<file path="src/rtl/alu_param_pkg.sv">
// alu_param shared definitions: ALU operation codes and shift FSM encodings.
// Optional build macro: ALU_BARREL_SHIFT_EN (see alu_param.sv).
package alu_param_pkg;

  localparam int ALU_CTRL_WIDTH = 5;

  localparam logic [ALU_CTRL_WIDTH-1:0] ALU_CTRL_ADD   = 5'd0;
  localparam logic [ALU_CTRL_WIDTH-1:0] ALU_CTRL_SUB   = 5'd1;
  localparam logic [ALU_CTRL_WIDTH-1:0] ALU_CTRL_AND   = 5'd2;
  localparam logic [ALU_CTRL_WIDTH-1:0] ALU_CTRL_OR    = 5'd3;
  localparam logic [ALU_CTRL_WIDTH-1:0] ALU_CTRL_XOR   = 5'd4;
  localparam logic [ALU_CTRL_WIDTH-1:0] ALU_CTRL_SLT   = 5'd5;
  localparam logic [ALU_CTRL_WIDTH-1:0] ALU_CTRL_SLTU  = 5'd6;
  localparam logic [ALU_CTRL_WIDTH-1:0] ALU_CTRL_SLL   = 5'd7;
  localparam logic [ALU_CTRL_WIDTH-1:0] ALU_CTRL_SRL   = 5'd8;
  localparam logic [ALU_CTRL_WIDTH-1:0] ALU_CTRL_SRA   = 5'd9;
  localparam logic [ALU_CTRL_WIDTH-1:0] ALU_CTRL_LUI   = 5'd10;
  localparam logic [ALU_CTRL_WIDTH-1:0] ALU_CTRL_AUIPC = 5'd11;
  localparam logic [ALU_CTRL_WIDTH-1:0] ALU_CTRL_BEQ   = 5'd12;
  localparam logic [ALU_CTRL_WIDTH-1:0] ALU_CTRL_BNE   = 5'd13;
  localparam logic [ALU_CTRL_WIDTH-1:0] ALU_CTRL_BLT   = 5'd14;
  localparam logic [ALU_CTRL_WIDTH-1:0] ALU_CTRL_BGE   = 5'd15;
  localparam logic [ALU_CTRL_WIDTH-1:0] ALU_CTRL_BLTU  = 5'd16;
  localparam logic [ALU_CTRL_WIDTH-1:0] ALU_CTRL_BGEU  = 5'd17;

  typedef enum logic [1:0] {
    SH_IDLE,
    SH_SHIFT,
    SH_DONE
  } sh_state_e;

  typedef enum logic [1:0] {
    SH_SLL,
    SH_SRL,
    SH_SRA
  } sh_mode_e;

endpackage

</file>
<file path="src/rtl/alu_param_if.sv">
// ALU request/result bundle between the control unit (master)
// and the ALU (slave).
interface alu_param_if #(
  parameter int XLEN = 32
);
  import alu_param_pkg::*;

  logic [XLEN-1:0]           a;
  logic [XLEN-1:0]           b;
  logic [ALU_CTRL_WIDTH-1:0] alucontrol;
  logic                      alu_valid;
  logic                      alu_ready;
  logic [XLEN-1:0]           result;
  logic                      zero;
  logic                      busy;

  modport master (
    output a, b, alucontrol, alu_valid,
    input  alu_ready, result, zero, busy
  );

  modport slave (
    input  a, b, alucontrol, alu_valid,
    output alu_ready, result, zero, busy
  );
endinterface

</file>
<file path="src/rtl/alu_shift_seq.sv">
// Iterative shifter: up to SHIFT_STEP bits per cycle,
// IDLE -> SHIFT -> DONE, aborted whenever valid drops.
module alu_shift_seq
  import alu_param_pkg::*;
#(
  parameter int XLEN       = 32,
  parameter int SHIFT_STEP = 1,
  localparam int SHW       = $clog2(XLEN)
) (
  input  logic            clk,
  input  logic            resetn,
  input  logic [XLEN-1:0] a,
  input  logic [SHW-1:0]  shamt,
  input  sh_mode_e        mode,
  input  logic            start,
  input  logic            valid,
  output logic [XLEN-1:0] shreg,
  output logic            done,
  output logic            busy
);

  localparam logic [SHW:0] STEP_W = (SHW+1)'(SHIFT_STEP);

  sh_state_e       state_q, state_d;
  logic [XLEN-1:0] shreg_q, shreg_d;
  logic [SHW-1:0]  cnt_q, cnt_d;
  logic [SHW:0]    k;

  always_comb begin
    state_d = state_q;
    shreg_d = shreg_q;
    cnt_d   = cnt_q;
    // k never exceeds cnt, so it always fits back into cnt's width
    k = ({1'b0, cnt_q} > STEP_W) ? STEP_W : {1'b0, cnt_q};
    case (state_q)
      SH_IDLE: begin
        if (start) begin
          shreg_d = a;
          cnt_d   = shamt;
          state_d = (shamt == '0) ? SH_DONE : SH_SHIFT;
        end
      end
      SH_SHIFT: begin
        if (!valid) begin
          state_d = SH_IDLE;
        end else begin
          case (mode)
            SH_SRA:  shreg_d = $signed(shreg_q) >>> k;
            SH_SRL:  shreg_d = shreg_q >> k;
            default: shreg_d = shreg_q << k;
          endcase
          cnt_d = cnt_q - k[SHW-1:0];
          if (cnt_d == '0) state_d = SH_DONE;
        end
      end
      SH_DONE: state_d = SH_IDLE;
      default: state_d = SH_IDLE;
    endcase
  end

  always_ff @(posedge clk) begin
    if (!resetn) begin
      state_q <= SH_IDLE;
      shreg_q <= '0;
      cnt_q   <= '0;
    end else begin
      state_q <= state_d;
      shreg_q <= shreg_d;
      cnt_q   <= cnt_d;
    end
  end

  assign shreg = shreg_q;
  assign done  = (state_q == SH_DONE);
  assign busy  = (state_q != SH_IDLE);

endmodule

</file>
<file path="src/rtl/alu_param.sv">
// RV32/RV64 integer ALU with iterative shifter.
// Define ALU_BARREL_SHIFT_EN for single-cycle barrel shifts instead.
module alu_param
  import alu_param_pkg::*;
#(
  parameter int XLEN       = 32,
  parameter int SHIFT_STEP = 1
) (
  input logic        clk,
  input logic        resetn,
  alu_param_if.slave bus
);

  localparam int SHW = $clog2(XLEN);

  logic [XLEN-1:0]           a, b;
  logic [ALU_CTRL_WIDTH-1:0] ctrl;
  logic                      valid;
  logic                      is_sub, is_shift;
  logic [XLEN:0]             sum;
  logic                      ltu, lt, eq;
  sh_mode_e                  mode;
  logic [XLEN-1:0]           sh_res;
  logic                      sh_ready, sh_busy;
  logic [XLEN-1:0]           res;
  logic                      rdy;

  assign a     = bus.a;
  assign b     = bus.b;
  assign ctrl  = bus.alucontrol;
  assign valid = bus.alu_valid;

  assign is_sub = ctrl inside {
    ALU_CTRL_SUB, ALU_CTRL_SLT, ALU_CTRL_SLTU,
    ALU_CTRL_BEQ, ALU_CTRL_BNE, ALU_CTRL_BLT,
    ALU_CTRL_BGE, ALU_CTRL_BLTU, ALU_CTRL_BGEU
  };
  assign is_shift = ctrl inside {
    ALU_CTRL_SLL, ALU_CTRL_SRL, ALU_CTRL_SRA
  };

  // Bit XLEN of the subtract is set exactly when a < b unsigned
  assign sum = (is_sub ? {1'b1, ~b} : {1'b0, b})
             + {1'b0, a} + {{XLEN{1'b0}}, is_sub};
  assign ltu = sum[XLEN];
  assign lt  = (a[XLEN-1] != b[XLEN-1]) ? a[XLEN-1] : sum[XLEN];
  assign eq  = (sum[XLEN-1:0] == '0);

  always_comb begin
    case (ctrl)
      ALU_CTRL_SRA: mode = SH_SRA;
      ALU_CTRL_SRL: mode = SH_SRL;
      default:      mode = SH_SLL;
    endcase
  end

`ifdef ALU_BARREL_SHIFT_EN
  logic [SHW-1:0] shamt;
  assign shamt = b[SHW-1:0];

  always_comb begin
    case (mode)
      SH_SRA:  sh_res = $signed(a) >>> shamt;
      SH_SRL:  sh_res = a >> shamt;
      default: sh_res = a << shamt;
    endcase
  end

  assign sh_ready = valid;
  assign sh_busy  = 1'b0;
`else
  logic sh_done;

  alu_shift_seq #(
    .XLEN       (XLEN),
    .SHIFT_STEP (SHIFT_STEP)
  ) u_shift_seq (
    .clk    (clk),
    .resetn (resetn),
    .a      (a),
    .shamt  (b[SHW-1:0]),
    .mode   (mode),
    .start  (valid && is_shift),
    .valid  (valid),
    .shreg  (sh_res),
    .done   (sh_done),
    .busy   (sh_busy)
  );

  assign sh_ready = sh_done && valid;
`endif

  always_comb begin
    res = '0;
    rdy = valid;
    case (ctrl)
      ALU_CTRL_ADD,
      ALU_CTRL_SUB,
      ALU_CTRL_AUIPC: res = sum[XLEN-1:0];
      ALU_CTRL_AND:   res = a & b;
      ALU_CTRL_OR:    res = a | b;
      ALU_CTRL_XOR:   res = a ^ b;
      ALU_CTRL_SLT:   res = {{(XLEN-1){1'b0}}, lt};
      ALU_CTRL_SLTU:  res = {{(XLEN-1){1'b0}}, ltu};
      ALU_CTRL_BEQ:   res = {{(XLEN-1){1'b0}}, eq};
      ALU_CTRL_BNE:   res = {{(XLEN-1){1'b0}}, !eq};
      ALU_CTRL_BLT:   res = {{(XLEN-1){1'b0}}, lt};
      ALU_CTRL_BGE:   res = {{(XLEN-1){1'b0}}, !lt};
      ALU_CTRL_BLTU:  res = {{(XLEN-1){1'b0}}, ltu};
      ALU_CTRL_BGEU:  res = {{(XLEN-1){1'b0}}, !ltu};
      ALU_CTRL_LUI:   res = b;
      ALU_CTRL_SLL,
      ALU_CTRL_SRL,
      ALU_CTRL_SRA: begin
        res = sh_res;
        rdy = sh_ready;
      end
      default:        res = '0;
    endcase
  end

  assign bus.result    = res;
  assign bus.alu_ready = rdy;
  assign bus.zero      = (res == '0);
  assign bus.busy      = sh_busy;

endmodule

</file>
<file path="src/flat_wrapper.sv">
// flat-port wrapper written by rule: the top's interface ports become plain ports
module alu_param_flat import alu_param_pkg::*;
#(
  parameter int XLEN       = 32,
  parameter int SHIFT_STEP = 1
)
  (clk, resetn, bus_a, bus_b, bus_alucontrol, bus_alu_valid, bus_alu_ready, bus_result, bus_zero, bus_busy);
  alu_param_if #(.XLEN(XLEN)) bus_i ();
  input logic clk;
  input logic resetn;
  input wire logic [$bits(bus_i.a)-1:0] bus_a;
  input wire logic [$bits(bus_i.b)-1:0] bus_b;
  input wire logic [$bits(bus_i.alucontrol)-1:0] bus_alucontrol;
  input wire logic [$bits(bus_i.alu_valid)-1:0] bus_alu_valid;
  output wire logic [$bits(bus_i.alu_ready)-1:0] bus_alu_ready;
  output wire logic [$bits(bus_i.result)-1:0] bus_result;
  output wire logic [$bits(bus_i.zero)-1:0] bus_zero;
  output wire logic [$bits(bus_i.busy)-1:0] bus_busy;
  assign bus_i.a = bus_a;
  assign bus_i.b = bus_b;
  assign bus_i.alucontrol = bus_alucontrol;
  assign bus_i.alu_valid = bus_alu_valid;
  assign bus_alu_ready = bus_i.alu_ready;
  assign bus_result = bus_i.result;
  assign bus_zero = bus_i.zero;
  assign bus_busy = bus_i.busy;
  alu_param #(.XLEN(XLEN), .SHIFT_STEP(SHIFT_STEP)) u_core (.clk(clk), .resetn(resetn), .bus(bus_i));
endmodule
</file>
<file path="config.mk">
export PLATFORM = sky130hd
export DESIGN_NAME = alu_param_flat
export DESIGN_NICKNAME = d
export VERILOG_FILES = /design/src/rtl/alu_param_pkg.sv /design/src/rtl/alu_param_if.sv /design/src/rtl/alu_shift_seq.sv /design/src/rtl/alu_param.sv /design/src/flat_wrapper.sv
export SDC_FILE = /design/constraint.sdc
export NUM_CORES = 1
export LEC_CHECK = 0
export ABC_AREA = 1
export CORE_UTILIZATION = 29
export CTS_CLUSTER_SIZE = 25
export DETAILED_ROUTE_END_ITERATION = 6
export PLACE_DENSITY = 0.6
export SYNTH_ARGS = -nofsm -noshare
export SYNTH_HDL_FRONTEND = slang
export SYNTH_SLANG_ARGS = --single-unit
</file>
<file path="constraint.sdc">
create_clock -name clk -period 9.4 [get_ports clk]
set_clock_uncertainty 0.05 [all_clocks]
set_input_delay 2.82 -clock clk [delete_from_list [all_inputs] [get_ports clk]]
set_output_delay 2.82 -clock clk [all_outputs]
set_load 0.01 [all_outputs]
</file>
**Word-level counts from Yosys, hierarchy flattened**

Index checks and enable logic that the tools add are counted.

- Equal/unequal tests: 25
- Div/mod/pow operators: 0
- Reduce and logical (&&, ||, !) cells: 21
- $mul: 0
- Multiplexer cells: 18
- Shift-type cells: 3
- Add/subtract/negate cells: 3
- Order comparisons: 1
- Bitwise gates (word level): 4

Operators with widths:

| operator | number |
|---|---|
| $pmux W32 S12 | 1 |
| $pmux W32 S2 | 2 |
| $logic_not A32 Y1 | 2 |
| $mux W32 | 2 |
| $eq A5 B4 Y1 const B | 8 |
| $add A33 B1 Y33 | 1 |
| $add A33 B32 Y33 | 1 |
| $mux W33 | 1 |
| $and A32 B32 Y32 | 1 |
| $not A32 Y32 | 1 |
| $or A32 B32 Y32 | 1 |
| $shl A32 B5 Y32 | 1 |
| $shr A32 B5 Y32 | 1 |
| $sshr A32 B5 Y32 | 1 |
| $xor A32 B32 Y32 | 1 |
| $eq A5 B3 Y1 const B | 4 |
| $logic_not A5 Y1 | 3 |
| $mux W5 | 3 |
| $eq A5 B2 Y1 const B | 2 |
| $eq A5 B5 Y1 const B | 2 |
| $pmux W5 S2 | 1 |
| $reduce_bool A9 Y1 | 1 |
| $mux W2 | 4 |
| $pmux W2 S2 | 2 |
| other kinds (18) | 28 |

- Memories kept: 0
- Bits of input ports: 72
- Output and inout port bits: 35
- Memory bits (read-only): 0
- Logic and storage cells: 78
- Latch bits: 0
- Memory bits (writable): 0
- Bits in registers: 39

**Logic depth before layout (Yosys ltp)**

Gate-level depths: netlist of the first run.

- Depth after elaboration: 9
- Depth in mapped cells: 30
- Mapped depth without buffers: 28

**Cells and area by module**

A second synthesis of the first run with hierarchy kept.

- Cells, all modules: 1467
- Area total of the unflattened synthesis: 8251.7 sq um

Modules (own cells, without submodules):

| module | instances | seq. area each (sq um) | cells each | area an instance (sq um) |
|---|---|---|---|---|
| alu_param | 1 | 0.0 | 955 | 5296.3 |
| alu_shift_seq | 1 | 780.7 | 512 | 2955.3 |

**Worst setup path before layout of the first run**

OpenSTA, ideal clock, no wires.

- Path type: input port to output port
- Start: input bus_alucontrol[4]
- End: output bus_zero
- Buffers on the path: 2
- Data arrival time: 5845 ps
- Slack: 685 ps
- Required time: 6530 ps
- Stages on the path: 25
- Cell sequence: buf_6 -> inv_2 -> nand3_1 -> a21oi_1 -> nor2_2 -> nand2_1 -> buf_2 -> xor2_1 -> fa_1 -> nand3_1 -> nand2_1 -> nand2_1 -> nand2_1 -> nand3_1 -> nand2_1 -> a21oi_1 -> inv_1 -> nand2_1 -> nand2_1 -> xnor2_1 -> o21ai_0 -> nor2_1 -> nor2_1 -> nand3_2 -> nor2_2

- Cells in the longest elaborated chain, start to end: 9
- Elaborated cells on any way between the ends: 33
- Classes of those cells: add/sub: 2; eq/ne: 17; mux: 3; reduce/logical: 11

Ends and longest elaborated chain:

| item | line | source |
|---|---|---|
| start, declared | flat_wrapper.sv:13 | `input wire logic [$bits(bus_i.alucontrol)-1:0] bus_alucontrol;` |
| $eq A5 B1 Y1 (tied with other cells) | alu_param.sv:33, alu_param.sv:96 |  |
| $reduce_bool A9 Y1 | alu_param.sv:33 | `assign is_sub = ctrl inside {` |
| $mux W33 | alu_param.sv:43 | `assign sum = (is_sub ? {1'b1, ~b} : {1'b0, b})` |
| $add A33 B32 Y33 | alu_param.sv:44 | `+ {1'b0, a} + {{XLEN{1'b0}}, is_sub};` |
| $add A33 B1 Y33 | alu_param.sv:44 |  |
| $logic_not A32 Y1 or $mux W1 (tied branches) | alu_param.sv:47, alu_param.sv:46 |  |
| $logic_not A1 Y1 (on tied branches) | alu_param.sv:106, alu_param.sv:108 |  |
| $pmux W32 S12 * | alu_param.sv:96 | `case (ctrl)` |
| net bus_result[0] | flat_wrapper.sv:16 | `output wire logic [$bits(bus_i.result)-1:0] bus_result;` |
| $logic_not A32 Y1 * | alu_param.sv:124 | `assign bus.zero = (res == '0);` |
| end, declared | flat_wrapper.sv:17 | `output wire logic [$bits(bus_i.zero)-1:0] bus_zero;` |

The timed path passes the listed nets; every way through them passes the cells marked *.

**Worst setup path in the final report of the first run**

- Start: input bus_alucontrol[2]
- End: output bus_result[0]

- Cells in the longest elaborated chain, start to end: 8
- Elaborated cells on any way between the ends: 32
- Classes of those cells: add/sub: 2; eq/ne: 17; mux: 3; reduce/logical: 10

Ends and longest elaborated chain:

| item | line |
|---|---|
| $eq A5 B1 Y1 (tied with other cells) | alu_param.sv:33, alu_param.sv:96 |
| $reduce_bool A9 Y1 | alu_param.sv:33 |
| $mux W33 | alu_param.sv:43 |
| $add A33 B32 Y33 | alu_param.sv:44 |
| $add A33 B1 Y33 | alu_param.sv:44 |
| $logic_not A32 Y1 or $mux W1 (tied branches) | alu_param.sv:47, alu_param.sv:46 |
| $logic_not A1 Y1 (on tied branches) | alu_param.sv:106, alu_param.sv:108 |
| $pmux W32 S12 * | alu_param.sv:96 |
| end, declared | flat_wrapper.sv:16 |

Every way passes the cells marked *; elsewhere a longest branch is shown, timed or not.

==> impl_metrics.ini, run 1 <==
[floorplan]
die_h_um = 165
initial_utilization_pct = 29.5
core_sq_um = 26000
fp-row-count = 59
io_pins = 107
die_area_sq_um = 27100
fp.dieW_um = 165

[global_routing]
grt_pass1_wl_mm = 50.0
gr-usage-all-layers_pct = 24.1
grt_overflow = 0
grt_max_degree = 57
grt_pass1_vias = 9079
antenna_found_initial = 0

[cts]
path_clk_slew_ns = 0.06
cts_made_buffers = 5
cts_tree = done
clkLatencyLatePin_ns = 0.29
cts_max_level = 2
cts_root_buffer = clkbuf_16
ctsHoldBuffers = 0
clock_path_buffers = 2
cts.sinks = 39

[drt]
initialDrtViolationCount = 800
wire_per_inst_um = 17.1
wirelength_mm = 32.9
drt-pass1-iter-count = 6
num_vias = 9838
drt-vias-per-instance = 5.11
route.detailed.drc = 0
ant_nets = 0

[yosys]
synth_area_leaders = ha_1, nand2_1, dfxtp_1, inv_1, o21ai_0
synthFlopType = dfxtp_1
synth_top_area_share_pct = 16.2
avgSynthCellArea_sq_um = 5.95
synth.most_common_cell = nand2_1
synth_commonest_cells = nand2_1, inv_1, o21ai_0, nor2_1, ha_1
synth_cells = 1289
ys_async_sr_fraction_pct = 0
synthDistinctLibCells = 51
syn_nets = 1461
yosysSeqAreaShare_pct = 10.2
netlist.top_cell.by_area = ha_1
ys_warn_count = 0
synth_edf_count = 0
syn_area_sq_um = 7660
ys_ff_latch = 39

[setup_path]
worstSetupPathType = in -> out
cp_slowest_cell = ha_1
worstPathArrival_ns = 6.36
worstSetupEndpointType = output pin
crit_start = bus_alucontrol[2]
rr_startpoint = u_core.u_shift_seq.state_q[0]
cp-start-kind = input port
crit_top_cell = nand2_1
crit_buf_inv = 9
worst_ep_required_time_ns = 6.53
crit_family = simple AND/OR/NAND/NOR gates
critPathMaxStageDelay_ns = 0.38
critPathMaxFanout = 11

[sta]
tns_ns = 0
tightest_slew_ns = 0.841
fmax_ghz = 0.108
setup_viol = 0
holdWs_ns = 0.455
rsz0062_at_grt = true
slew_headroom_pct = 43.9
drv_slew = 0
finalHoldViolCount = 0
min_period_over_period_pct = 98.1
min_period_ns = 9.23

[finish]
area_growth_pct = 47.3
fin_nets = 1761
fillers = 2710
num_antenna_cells = 0
drive_gt1_share_pct = 24.7

[power]
peakVddDrop_mv = 0.0715
power.density_nw_per_um2 = 112
power.static_leakage_nw = 5.58

[min_path]
hold_start = u_core.u_shift_seq.shreg[3]
hp-class = reg -> reg

[placed_design]
io_buffers = 106
gp_congestion = 0.940
dp_hpwl_mm = 27.5

[flow_run]
maxCapViolations = 0

[outcome]
status = completed
[metal layers]
| layer | part of all wire [%] | GRT usage, % |
|---|---|---|
| met5 | 0 | 0 |
| met2 | 44 | 37.4 |
| met1 | 47 | 34.5 |
| met3 | 6.0 | 2.54 |
| met4 | 2.7 | 7.55 |
[path summary, 6_finish.rpt]
path | slack [ns] | end | cells after the start
min reg2reg | 0.46 | u_core.u_shift_seq.shreg[3] | 2
max | 0.17 | bus_result[0] | 27
max reg2reg | 6.14 | u_core.u_shift_seq.shreg[5] | 10
min | 0.46 | u_core.u_shift_seq.shreg[3] | 2
[through the flow]
| step | cell area (sq um) | std cells | total power, mW | utilization (%) | setup WS (ns) |
|---|---|---|---|---|---|
| finish | 11300 | 1925 | 1.26 | 43.5 | 0.174 |
| global route | 11300 | 1925 | 1.36 | 43.5 | -0.0620 |
| CTS | 11000 | 1917 | 1.21 | 42.4 | 0.00412 |
| detailed placement | 10600 | 1898 | 0.973 | 40.7 | -0.809 |
| global placement | 10600 | 1898 | 0.974 | 40.7 | -0.804 |
| floorplan | 7660 | 1289 | 0.587 | - | 0.685 |
[sequential cells by signal, summed over array words and instances (netlist names)]
| register | cells |
|---|---|
| u_core.u_shift_seq.state_q | 2 |
| u_core.u_shift_seq.shreg | 32 |
| u_core.u_shift_seq.cnt_q | 5 |
[cells in the final DEF (no fill, tap or decap), types with 3 or more instances in the layout]
master	n
a211oi_1	16
a221oi_2	4
a21o_1	5
a21oi_1	57
nor3_2	6
o21ai_1	9
a221oi_1	22
buf_4	231
o221ai_1	15
buf_12	5
nor2_4	5
nand3_2	11
nand2_2	42
a221o_1	11
inv_2	11
nor2_2	23
o211ai_1	3
ha_1	97
nand3_1	72
nand3b_1	6
buf_2	4
o21ai_2	4
o21ai_0	114
a21oi_2	19
a31oi_1	3
nand2_1	267
xor2_2	5
xor2_1	31
nand4_1	10
o22ai_1	16
clkbuf_16	6
inv_1	190
nor2_1	79
nor3_1	11
clkdlybuf4s50_1	98
dfxtp_1	39
[where the power goes]
part	total [mW]	leakage, nW	internal, mW	switching, mW
clock	0.201	0.0868	0.132	0.0691
combinational	0.878	5.18	0.397	0.481
sequential	0.183	0.317	0.175	0.00795
[what timing repair did]
action	4_1_cts	5_1_grt
resized for setup	70	77
gates cloned	0	1
buffers inserted	11	7
endpoints found under the setup margin	18	15
pin swaps	27	41
[layout make-up]
cell class                 instances  area [sq um]  share of cell area (%)
sequential                        39           781                    6.91
tap                              335           419                    3.71
clock buffer                       6           139                    1.23
clock inverter                     2          35.0                   0.310
inverter                         204           768                    6.80
multi-input combinational        996          6250                    55.4
timing repair buffer             343          2900                    25.6
[tightest hold or removal path: stages (launching register included)]
cell	delay, ns
dfxtp_1	0.29
inv_1	0.08
a221oi_1	0.07
[cells by family (layout without fill, tap and decap cells)]
logic type	after synthesis	count (layout)	share of synthesized area [%]
compound gates	317	317	25.8
simple gates	541	541	30.0
flops	39	39	10.2
buf+inv	254	555	13.3
xor+xnor	38	38	4.34
fa+ha+maj	100	100	16.4
Note: power is estimated with default switching activity, not from simulation.
==> inputs of run 2 (changes only) <==
--- a/config.mk
+++ b/config.mk
@@ -7,7 +7,6 @@
 export LEC_CHECK = 0
 export ABC_AREA = 1
 export CORE_UTILIZATION = 29
-export CTS_CLUSTER_SIZE = 25
 export DETAILED_ROUTE_END_ITERATION = 6
 export PLACE_DENSITY = 0.6
 export SYNTH_ARGS = -nofsm -noshare
==> results of run 2 <==
Same layout as run 1: the final DEF is identical, and so are final timing and power.
==> inputs of run 3 (changes only) <==
--- a/config.mk
+++ b/config.mk
@@ -6,9 +6,9 @@
 export NUM_CORES = 1
 export LEC_CHECK = 0
 export ABC_AREA = 1
-export CORE_UTILIZATION = 29
+export CORE_UTILIZATION = 30
 export DETAILED_ROUTE_END_ITERATION = 6
-export PLACE_DENSITY = 0.6
+export PLACE_DENSITY = 0.61
 export SYNTH_ARGS = -nofsm -noshare
 export SYNTH_HDL_FRONTEND = slang
 export SYNTH_SLANG_ARGS = --single-unit
==> run 3 against run 2 <==
  * Clock power fell by 13%
  * Count of clock-buffer cells in the layout did not move
  * Hold slack improved by 0.0044 ns
  * Critical path type unchanged
  * Highest routed layer unchanged
==> impl_metrics.ini, run 3 (synthesis gave the netlist of run 1 again) <==
[finish]
largest_register_ffs = 32
final_cell_mix = nand2_1, buf_4, inv_1, o21ai_0
fin_area_sq_um = 11200
layout_commonest_cell = nand2_1
final_util_pct = 44.7
fin_cells = 1913
area_growth_pct = 46.3
fin_nets = 1755
num_antenna_cells = 0
drive_gt1_share_pct = 24.6

[setup_path]
timing.rr.end = u_core.u_shift_seq.shreg[5]
crit_top_cell = nand2_1
worstSetupEndpointType = output pin
reg2reg_setup_slack_ns = 6.15
rr_startpoint = u_core.u_shift_seq.state_q[0]
critPathMaxStageDelay_ns = 0.33
worstPathArrival_ns = 6.42
cp_slowest_cell = ha_1
reg2reg_depth = 10
cp-start-kind = input port
worstSetupPathType = in -> out
critPathMaxFanout = 7
worst_ep_required_time_ns = 6.53

[sta]
fin_ws_ns = 0.114
fmax_ghz = 0.108
holdWs_ns = 0.460
drv_slew = 0
tightest_slew_ns = 0.858
slew_headroom_pct = 42.7
finalHoldViolCount = 0
min_period_ns = 9.29
setup_viol = 0
tns_ns = 0
min_period_over_period_pct = 98.8

[placed_design]
dp_worst_setup_slack_ns = -0.823
dp_hpwl_mm = 26.5
io_buffers = 106
place_area_sq_um = 10500
dp_cells = 1886
gp_congestion = 0.998

[power]
power.static_leakage_nw = 5.53
swShare_pct = 45.2
p_int_mw = 0.682
p_clk_share_pct = 14.0
power.total_mw = 1.24
power.density_nw_per_um2 = 111
seqPwrFrac_pct = 14.7
switching_power_mw = 0.562
peakVddDrop_mv = 0.0583
p_comb_share_pct = 71.3

[cts]
cts_root_buffer = clkbuf_16
path_clk_slew_ns = 0.06
cts_made_buffers = 5
cts_max_level = 2
clock_path_buffers = 2
cts_tree = done
clkLatencyLatePin_ns = 0.29
ctsHoldBuffers = 0
cts.sinks = 39

[drt]
wirelength_mm = 32.4
route.detailed.drc = 0
ant_nets = 0
initialDrtViolationCount = 789
wire_per_inst_um = 16.9
num_vias = 9996
drt-vias-per-instance = 5.23
drt-pass1-iter-count = 6

[min_path]
hp-class = reg -> reg
min_to = u_core.u_shift_seq.shreg[10]
hold_start = u_core.u_shift_seq.shreg[10]
hold_depth = 2

[global_routing]
grt_overflow = 0
grt_pass1_vias = 9297
grt_pass1_wl_mm = 50.0
grt_max_degree = 57
antenna_found_initial = 0
gr-usage-all-layers_pct = 24.3

[floorplan]
die_area_sq_um = 26200
die_h_um = 162
fp.dieW_um = 162
fp-row-count = 58
initial_utilization_pct = 30.5
core_sq_um = 25100
io_pins = 107

[outcome]
status = completed

[flow_run]
maxCapViolations = 0
[run 3: changes by cell type in the layout (fill, tap and decap cells not counted), moves of 5 or more]
cell     before  now
a21oi_1      57   48
nor2_1       79   84
nand2_2      42   34
o21ai_0     114  108
o21ai_2       4    9
nand2_1     267  273
a21oi_2      19   27
buf_4       231  222
[run 3: critical path, delay by kind of cell]
kind	cells	cell delay (ns)
buffers and inverters	8	0.98
adder cells (fa/ha/maj)	1	0.33
AND/OR/NAND/NOR	23	2.13
XOR/XNOR	1	0.14
[run 3: routing by layer]
layer | wire, um | track usage, %
met1 | 14700 | 33.3
met2 | 14600 | 39.4
met3 | 1970 | 1.89
met4 | 1140 | 9.18
met5 | 0 | 0
[run 3: power groups by stage]
stage	Sequential (mW)	Combinational [mW]	Clock [mW]
after floorplan	0.183	0.404	0
after global placement	0.186	0.778	0
after detailed placement	0.186	0.785	0
after CTS	0.183	0.823	0.174
after global routing	0.184	0.965	0.183
final	0.183	0.887	0.174
[run 3: cell type report]
class                      count  area (sq um)
tap                          330           413
clock buffer                   6           139
sequential                    39           781
timing repair buffer         337          2860
fill                        2626         13900
clock inverter                 1          5.00
multi-input combinational    996          6240
inverter                     204           768
[run 3: worst max path at each step]
stage / startpoint / to / slack (ns) / cells past startpoint
2_1_floorplan: bus_alucontrol[4] / bus_zero / 0.69 / 25
3_3_place_gp: bus_alucontrol[1] / bus_zero / -0.80 / 25
3_5_place_dp: bus_alucontrol[2] / bus_zero / -0.82 / 26
4_1_cts: bus_alucontrol[1] / bus_result[0] / 0.0007 / 29
5_1_grt: bus_alucontrol[1] / bus_result[31] / -0.08 / 27
6_report: bus_alucontrol[1] / bus_zero / 0.11 / 33
[run 3: repair_timing]
item,in CTS,in global routing
gates cloned,1,0
pin swaps,21,50
buffers inserted,9,10
endpoints found under the setup margin,14,14
gates resized for setup,64,94
